<file path="config.mk">
export PLATFORM = sky130hd
export DESIGN_NAME = cache_mem_arbiter
export DESIGN_NICKNAME = d
export VERILOG_FILES = /design/src/rtl/cache_mem_arbiter.sv
export SDC_FILE = /design/constraint.sdc
export NUM_CORES = 1
export LEC_CHECK = 0
export BUFFER_PORTS_ARGS = -buffer_cell sky130_fd_sc_hd__buf_2
export CAP_MARGIN = 15
export CORE_AREA = 2 2 519 521
export CTS_CLUSTER_DIAMETER = 200
export DETAILED_ROUTE_END_ITERATION = 6
export DIE_AREA = 0 0 521 523
export GPL_TIMING_DRIVEN = 1
export PLACE_DENSITY = 0.3
export SYNTH_ARGS = -nofsm -noshare
export SYNTH_HDL_FRONTEND = slang
export SYNTH_SLANG_ARGS = --single-unit
</file>
<file path="constraint.sdc">
create_clock -name clk -period 1.7 [get_ports clk]
set_input_delay 0.34 -clock clk [delete_from_list [all_inputs] [get_ports clk]]
set_output_delay 0.34 -clock clk [all_outputs]
set_load 0.005 [all_outputs]
</file>
<file path="src/rtl/cache_mem_arbiter.sv">
// Round-robin arbiter sharing one block-transfer memory between the I-cache and D-cache.
// Optional performance counters are enabled with MEM_ARB_PERF_EN.
module cache_mem_arbiter #(
    parameter int DATA_WIDTH         = 32,
    parameter int ADDR_WIDTH         = 10,
    parameter int BLOCK_OFFSET_WIDTH = 3,
    localparam int BW                = DATA_WIDTH << BLOCK_OFFSET_WIDTH
) (
    input  logic                  clk,
    input  logic                  rstn,
    input  logic                  req0,
    input  logic                  we0,
    input  logic [ADDR_WIDTH-1:0] addr0,
    input  logic [BW-1:0]         wdata0,
    input  logic                  req1,
    input  logic                  we1,
    input  logic [ADDR_WIDTH-1:0] addr1,
    input  logic [BW-1:0]         wdata1,
    output logic                  ack0,
    output logic                  ack1,
    output logic [BW-1:0]         rdata,
    output logic                  mem_en,
    output logic                  mem_we,
    output logic [ADDR_WIDTH-1:0] mem_addr,
    output logic [BW-1:0]         mem_block_din,
    input  logic                  mem_block_valid,
    input  logic [BW-1:0]         mem_block_dout
`ifdef MEM_ARB_PERF_EN
    ,
    output logic [31:0]           grant_cnt0,
    output logic [31:0]           grant_cnt1,
    output logic [31:0]           conflict_cnt
`endif
);

    typedef enum logic [1:0] {StIdle, StBusy, StGap} state_e;

    state_e state_q, state_d;
    logic   grant_q, grant_d;
    logic   rr_q, rr_d;

    logic                  gnt_req;
    logic                  gnt_we;
    logic [ADDR_WIDTH-1:0] gnt_addr;
    logic [BW-1:0]         gnt_wdata;

    always_comb begin
        if (grant_q) begin
            gnt_req   = req1;
            gnt_we    = we1;
            gnt_addr  = addr1;
            gnt_wdata = wdata1;
        end else begin
            gnt_req   = req0;
            gnt_we    = we0;
            gnt_addr  = addr0;
            gnt_wdata = wdata0;
        end
    end

    always_ff @(posedge clk or negedge rstn) begin
        if (!rstn) begin
            state_q <= StIdle;
            grant_q <= 1'b0;
            rr_q    <= 1'b0;
        end else begin
            state_q <= state_d;
            grant_q <= grant_d;
            rr_q    <= rr_d;
        end
    end

    always_comb begin
        state_d       = state_q;
        grant_d       = grant_q;
        rr_d          = rr_q;
        ack0          = 1'b0;
        ack1          = 1'b0;
        mem_en        = 1'b0;
        mem_we        = 1'b0;
        mem_addr      = '0;
        mem_block_din = '0;
        unique case (state_q)
            StIdle: begin
                if (req0 || req1) begin
                    grant_d = (req0 && req1) ? rr_q : req1;
                    state_d = StBusy;
                end
            end
            StBusy: begin
                mem_en        = 1'b1;
                mem_we        = gnt_we;
                mem_addr      = {gnt_addr[ADDR_WIDTH-1:BLOCK_OFFSET_WIDTH],
                                 {BLOCK_OFFSET_WIDTH{1'b0}}};
                mem_block_din = gnt_wdata;
                // A requester that withdraws mid-transfer is dropped without an ack.
                if (!gnt_req) begin
                    state_d = StGap;
                end else if (mem_block_valid) begin
                    ack0    = ~grant_q;
                    ack1    = grant_q;
                    rr_d    = ~grant_q;
                    state_d = StGap;
                end
            end
            StGap: begin
                state_d = StIdle;
            end
            default: begin
                state_d = StIdle;
            end
        endcase
    end

    assign rdata = mem_block_dout;

`ifdef MEM_ARB_PERF_EN
    always_ff @(posedge clk or negedge rstn) begin
        if (!rstn) begin
            grant_cnt0   <= '0;
            grant_cnt1   <= '0;
            conflict_cnt <= '0;
        end else begin
            if (ack0) grant_cnt0 <= grant_cnt0 + 32'd1;
            if (ack1) grant_cnt1 <= grant_cnt1 + 32'd1;
            if (state_q == StIdle && req0 && req1) conflict_cnt <= conflict_cnt + 32'd1;
        end
    end
`endif

endmodule
</file>
# --- Yosys cells after proc, flatten, opt, wreduce, memory -nomap -nowiden ---
# Index checks and enable logic that the tools add are counted.
classes:
  n_addsub: 0
  multipliers: 0
  eq_ne: 3
  n_bitwise: 1
  reduce_logical: 6
  mux: 19
  shifts: 0
  div: 0
  magnitude_cmp: 0
ops:
  columns: ["op", "count"]
  rows:
  - ["$mux 256", 2]
  - ["$mux 10", 2]
  - ["$mux 1", 11]
  - ["$mux 2", 3]
  - ["$pmux 2 s2", 1]
  - ["$reduce_and 2->1", 2]
  - ["$ne 3x3->1 const B", 1]
  - ["$reduce_and 3->1", 1]
  - ["$eq 2x1->1 const B", 1]
  - ["$logic_not 2->1", 1]
  - ["$ne 2x2->1 const B", 1]
  - ["$logic_and 1x1->1", 1]
  - ["$logic_or 1x1->1", 1]
  - ["$not 1->1", 1]
word_totals:
  mem_bits_rw: 0
  ff_bits: 4
  input_bits: 795
  latchBits: 0
  mem_count: 0
  mem_bits_ro: 0
  word_cells: 32
  out_inout_bits: 526

# --- Longest topological paths before layout ---
# Gate-level depths: netlist (run 1).
depth:
  word_depth: 4
  mapped_depth: 5
  ltp_nobuf: 4

# --- Worst setup path after synthesis (run 1) ---
# Ideal clock, no wire load.
synth_timing:
  kind: "reg2out"
  startpoint: "reg state_q[1]"
  endpoint: "out mem_block_din[20]"
  required_ns: 1.360
  arrival_time_ns: 1.041
  n_path_buf: 3
  slack_ns: 0.319
  path_stages_with_launch: 6
  cell_sequence: "dfrtp_1 > nand2b_1 > buf_6 > buf_6 > buf_2 > nor2_1"
synth_between:
  elab_chain_cells: 2
synth_rtl:
  columns: ["element", "line_no", "source"]
  rows:
  - ["start: declaration", "38", "state_e state_q, state_d;"]
  - ["start signal: assignment", "63", "state_q <= StIdle;"]
  - ["start signal: assignment", "67", "state_q <= state_d;"]
  - ["$eq 2x1->1", "83", "unique case (state_q)"]
  - ["$mux 256", "83", null]
  - ["end: declaration", "25", "output logic [BW-1:0] mem_block_din,"]
# Every way passes these cells.

# --- Worst setup path in the final report (run 1) ---
layout_timing:
  startpoint: "reg grant_q"
  endpoint: "out mem_block_din[68]"
layout_between:
  elab_chain_cells: 2
layout_rtl:
  columns: ["element", "line_no", "source"]
  rows:
  - ["start: declaration", "39", "logic grant_q, grant_d;"]
  - ["start signal: assignment", "68", "grant_q <= grant_d;"]
  - ["$mux 256", "48", "if (grant_q) begin"]
  - ["$mux 256", "83", null]
# Every way passes these cells.

==> impl_metrics.json, run 1 <==
{
  "ys_seq_area_share_pct": 1.54,
  "switchingPower_mw": 12.2,
  "synth_seq_cells": 4,
  "fmax_mhz": 439,
  "wl_per_cell_microns": 30.4,
  "critPathKind": "flip-flop to primary output",
  "dr.first_iter.drc_count": 561,
  "outcome": "finished, violations left",
  "cp_slowest_cell": "dfrtp_4",
  "cp.arrival_ns": 1.94,
  "power.density_nw_per_um2": 1450,
  "coreArea_sq_um": 267000,
  "dp.final_hpwl_microns": 148000,
  "drive_above_1_share_pct": 75.7,
  "syn_inst": 871,
  "critPathMaxFanout": 13,
  "syn_area_per_cell_sq_um": 7.46,
  "fp.dieArea_sq_um": 272000,
  "tritoncts": "yes",
  "final.setup_skew_ns": 0.00226,
  "setup_ws_ns": -0.575,
  "cts.path.max_buffers": 2,
  "peakVddDrop_v": 0.000465,
  "ys_types": 17,
  "cts_made_buffers": 3,
  "synthToLayoutAreaGrowth_pct": 156,
  "totalNegativeSetupSlack_ns": -108.70,
  "hold_ws_ns": 0.396,
  "firstDrtPassIters": 4,
  "p_leak_nw": 6.75,
  "slew_violations": 0,
  "grt-ovfl-total": 0,
  "fill_cells": 31591,
  "ff_latch_area_sq_um": 104,
  "num-nets-final": 2325,
  "period_share_pct": 134,
  "switching_share_pct": 50.8,
  "multiInputGateArea_sq_um": 4960,
  "clkPwrFrac_pct": 1.6,
  "pwr-share-seq_pct": 0.9,
  "grt_pass1_vias": 9178,
  "row_count": 190,
  "gp_congestion": 0.933,
  "setup_viol": 268,
  "p_int_mw": 11.8,
  "grt_pass1_wl_microns": 172000,
  "ios": 1321,
  "ant_nets": 0,
  "rsz0062_at_grt": "yes",
  "die_h_microns": 523,
  "grt_max_degree": 36,
  "clk_pin_slew_ns": 0.03,
  "violations": "setup timing",
  "antenna_found_initial": 193,
  "fp.dieW_microns": 521,
  "portBuffers": 799,
  "setup.worst_path.start_class": "flip-flop",
  "max-cap-violations": 0,
  "vias": 10092,
  "hold_viol_final": 0,
  "min_period_ns": 2.28,
  "path_cells": "buf_16 -> buf_16 -> mux2i_4 -> buf_6 -> nor2_2 -> buf_2",
  "drc": 0,
  "netlist_area_sq_um": 6500,
  "cts_sinks": 4,
  "crit_path_frequent_cell": "buf_16",
  "hp-class": "input port to flip-flop",
  "comb_power_share_pct": 97.5,
  "h-tree-depth": 1,
  "yosysWarnings": 0,
  "grt_use_total_pct": 10.6,
  "start_util_pct": 2.43,
  "cp.required_ns": 1.36,
  "vias_per_cell": 1.97,
  "root_buffer": "clkbuf_16",
  "endpoint_kind": "primary output",
  "wirelength_microns": 156000,
  "critPathMaxStageDelay_ns": 0.46,
  "clock_latency_ns": 0.23
}
## routing by layer
| layer | wire length [microns] | global-route usage (%) | vias to the layer above |
|---|---|---|---|
| met5 | 1230 | 0.762 | - |
| met4 | 7450 | 3.47 | 188 |
| met3 | 42700 | 13.6 | 571 |
| met2 | 60800 | 14.9 | 1109 |
| met1 | 44000 | 8.82 | 4249 |
| li1 | - | - | 3975 |
## state kept, by name, summed over array words and instances (netlist names)
register and flops:
state_q 2, grant_q 1, rr_q 1
## layout make-up
cell class                      count  area share [%]
Timing Repair Buffer              971            41.5
Multi-Input combinational cell    549            29.8
Clock buffer                        4           0.474
Antenna cell                       52           0.783
Inverter                            1          0.0226
Sequential cell                     4           0.625
Tap cell                         3552            26.7
## cell usage in the layout, fill, tap and decap left out
master and n:
dfrtp_1 3, nand2_1 4, diode_2 52, buf_12 60
o21bai_1 1, clkbuf_16 11, nor2_4 14, nor2_1 190
mux2i_2 40, inv_2 1, dfrtp_4 1, mux2i_4 64
buf_6 67, nor2_2 63, a21o_1 1, a31oi_1 2
buf_16 9, a21oi_1 3, mux2i_1 160, and2_1 1
buf_2 706, clkbuf_4 3, nand2b_1 1, conb_1 3
buf_4 109, nand2b_4 1, dlygate4sd3_1 1, o21ai_0 1
clkbuf_1 1, buf_8 8
## worst max-delay path, delay by kind of cell (launching register included)
| family | cells | cell delay, ns |
|---|---|---|
| buf+inv | 4 | 0.70 |
| flops | 1 | 0.46 |
| simple gates | 1 | 0.04 |
| mux | 1 | 0.39 |
## final timing paths
kind / from / end / slack [ns] / cells past startpoint
max: grant_q / mem_block_din[68] / -0.58 / 6
min: req0 / grant_q / 0.40 / 2
max reg2reg: grant_q / state_q[1] / -0.07 / 7
min in group asynchronous: rstn / state_q[0] / 0.69 / 2
min reg2reg: state_q[1] / state_q[0] / 0.52 / 2
max in group asynchronous: rstn / grant_q / 0.85 / 2
## power groups by stage
stage          logic, mW  registers, mW  clock network [mW]
6_report            23.4          0.212               0.386
5_1_grt             24.6          0.220               0.404
3_3_place_gp        18.1          0.191                   0
3_5_place_dp        18.1          0.191                   0
2_1_floorplan       8.07          0.166                   0
4_1_cts             20.7          0.190               0.394
## logic make-up after synthesis
kind of cell           Yosys count  share of synthesized area [%]
buffers and inverters          320                           41.1
AND/OR/NAND/NOR                274                           15.9
multiplexers                   264                           40.7
AO/OA/AOI/OAI                    8                          0.732
flip-flops                       4                           1.54
other                            1                         0.0577
## stage by stage
step | cell area, sq um | utilization [%] | total power, mW | worst slack [ns] | std cells
after global placement | 13900 | 5.22 | 18.3 | -0.587 | 5035
after detailed placement | 13900 | 5.22 | 18.3 | -0.591 | 5035
after global routing | 16600 | 6.21 | 25.3 | -0.584 | 5110
final | 16600 | 6.23 | 24.0 | -0.575 | 5133
after CTS | 15100 | 5.67 | 21.3 | -0.556 | 5058
after floorplan | 6500 | - | 8.24 | 0.319 | 873
## repair_timing
item,in CTS,in global routing
pin swaps,5,45
resized for setup,197,274
gates cloned,4,8
hold endpoints to repair,4,0
endpoints found under the setup margin,267,267
setup buffers,15,35
hold buffers,1,0
## cells in the mapped netlist
cell / n / area, sq um
nand2_1: 4 / 15.0
nor2_1: 267 / 1000
dfrtp_1: 4 / 100
buf_12: 23 / 460
o21bai_1: 1 / 7.51
a31oi_1: 2 / 12.5
a21oi_1: 3 / 15.0
and2_1: 1 / 6.26
inv_2: 1 / 3.75
nand2b_1: 2 / 12.5
buf_2: 24 / 120
a21o_1: 1 / 7.51
o21ai_0: 1 / 5.00
buf_6: 11 / 124
conb_1: 1 / 3.75
mux2i_1: 264 / 2640
buf_4: 261 / 1960
Power figures use the tool's default switching activity.
==> run 2: changes to the inputs <==
- SETUP_SLACK_MARGIN: unset -> 0.05
==> impl_metrics.json, run 2 (synthesis results as in run 1) <==
{
  "grt_max_degree": 36,
  "cp.arrival_ns": 1.91,
  "grt_pass1_vias": 9132,
  "cts_sinks": 4,
  "drive_above_1_share_pct": 77.3,
  "final_util_pct": 6.42,
  "r2r_cells": 6,
  "violations": "setup timing",
  "path_delay_family": "buffers and inverters",
  "antenna_found_initial": 195,
  "final_cell_mix": "buf_2, nor2_1, mux2i_1",
  "hold_viol_final": 0,
  "rrSetupSlack_ns": 0.11,
  "cp.depth": 6,
  "dp.final_hpwl_microns": 148000,
  "fp.dieArea_sq_um": 272000,
  "tritoncts": "yes",
  "fill_cells": 31564,
  "final.setup_skew_ns": 0.00194,
  "setup_viol": 266,
  "critPathBufInv": 4,
  "critPathMaxFanout": 12,
  "outcome": "finished, violations left",
  "firstDrtPassIters": 4,
  "max-cap-violations": 0,
  "slew_violations": 0,
  "dr.first_iter.drc_count": 479,
  "critPathKind": "flip-flop to primary output",
  "grt-ovfl-total": 0,
  "h-tree-depth": 1,
  "largest_reg_flops": 2,
  "hp-class": "input port to flip-flop",
  "path_cells": "buf_16 -> buf_16 -> buf_4 -> mux2i_1 -> nor2_1 -> buf_4",
  "power.density_nw_per_um2": 1480,
  "fp.dieW_microns": 521,
  "critPathMaxStageDelay_ns": 0.52,
  "min_to": "grant_q",
  "cts_made_buffers": 3,
  "portBuffers": 799,
  "grt_pass1_wl_microns": 171000,
  "setup.worst_path.start_class": "flip-flop",
  "ios": 1321,
  "start_util_pct": 2.43,
  "cp_slowest_cell": "dfrtp_4",
  "multiInputGateArea_sq_um": 5210,
  "period_share_pct": 132,
  "final_common_cell": "buf_2",
  "hold_ws_ns": 0.424,
  "rsz0062_at_grt": "yes",
  "min_period_ns": 2.25,
  "synthToLayoutAreaGrowth_pct": 164,
  "wl_per_cell_microns": 30.6,
  "fmax_mhz": 444,
  "setup_ws_ns": -0.551,
  "p_leak_nw": 6.87,
  "peakVddDrop_v": 0.000437,
  "vias": 10303,
  "reg_top3": "state_q (2), grant_q (1), rr_q (1)",
  "grt_use_total_pct": 10.6,
  "gp_congestion": 0.933,
  "root_buffer": "clkbuf_16",
  "cp.required_ns": 1.36,
  "r2r_end": "state_q[1]",
  "ant_nets": 0,
  "die_h_microns": 523,
  "drc": 0,
  "regMostFlops": "state_q",
  "endpoint_kind": "primary output",
  "num-nets-final": 2335,
  "clock_latency_ns": 0.23,
  "wirelength_microns": 157000,
  "power_mw": 25.3,
  "r2r_start": "grant_q",
  "clk_pin_slew_ns": 0.03,
  "cts.path.max_buffers": 2,
  "dp.cells": 5035,
  "stdcell_count": 5146,
  "totalNegativeSetupSlack_ns": -101.13,
  "row_count": 190,
  "vias_per_cell": 2.00,
  "hold_start": "req0",
  "hold_depth": 2,
  "coreArea_sq_um": 267000,
  "ff_latch_area_sq_um": 104
}
## run 2: repair_timing
action / in CTS / in global routing
gates cloned: 3 / 15
buffers inserted: 15 / 38
hold buffers: 1 / 0
endpoints found under the hold margin: 4 / 0
setup endpoints to repair: 267 / 267
gates resized for setup: 169 / 390
pin swaps: 2 / 55
## run 2: where the power goes
part           internal (mW)  total, mW  switching, mW
logic                   12.2       24.7           12.5
registers              0.151      0.210         0.0594
clock network          0.311      0.391         0.0798
## run 2: layout make-up
type / count / share of cell area (%)
inverters: 1 / 0.0365
flip-flops and latches: 4 / 0.606
well taps: 3552 / 25.9
clock buffers: 4 / 0.460
multi-input cells: 549 / 30.4
diodes: 55 / 0.803
repair buffers: 981 / 41.8
## run 2: worst max-delay path by stage
stage	startpoint	end	slack (ns)
floorplan	state_q[1]	mem_block_din[20]	0.32
global placement	grant_q	mem_block_din[68]	-0.59
detailed placement	grant_q	mem_block_din[63]	-0.59
CTS	grant_q	mem_block_din[68]	-0.56
global route	grant_q	mem_block_din[130]	-0.57
finish	grant_q	mem_block_din[113]	-0.55
## run 2: stage by stage
stage,worst slack (ns),area [sq um]
2_1_floorplan,0.319,6500
3_3_place_gp,-0.587,13900
3_5_place_dp,-0.591,13900
4_1_cts,-0.557,15000
5_1_grt,-0.572,17100
6_report,-0.551,17100
## run 2: worst register-to-register path: stages, from the launching register on
cell	delay, ns
dfrtp_4	0.52
buf_12	0.17
buf_12	0.16
clkbuf_16	0.16
nand2b_4	0.14
a21o_1	0.18
and2_1	0.15
## run 2: per-layer routing
metal	vias up	GRT usage (%)	wire length [microns]
li1	4001	-	-
met1	4362	8.80	44600
met2	1178	15.0	61500
met3	572	13.7	42500
met4	190	3.31	7490
met5	-	0.554	1240
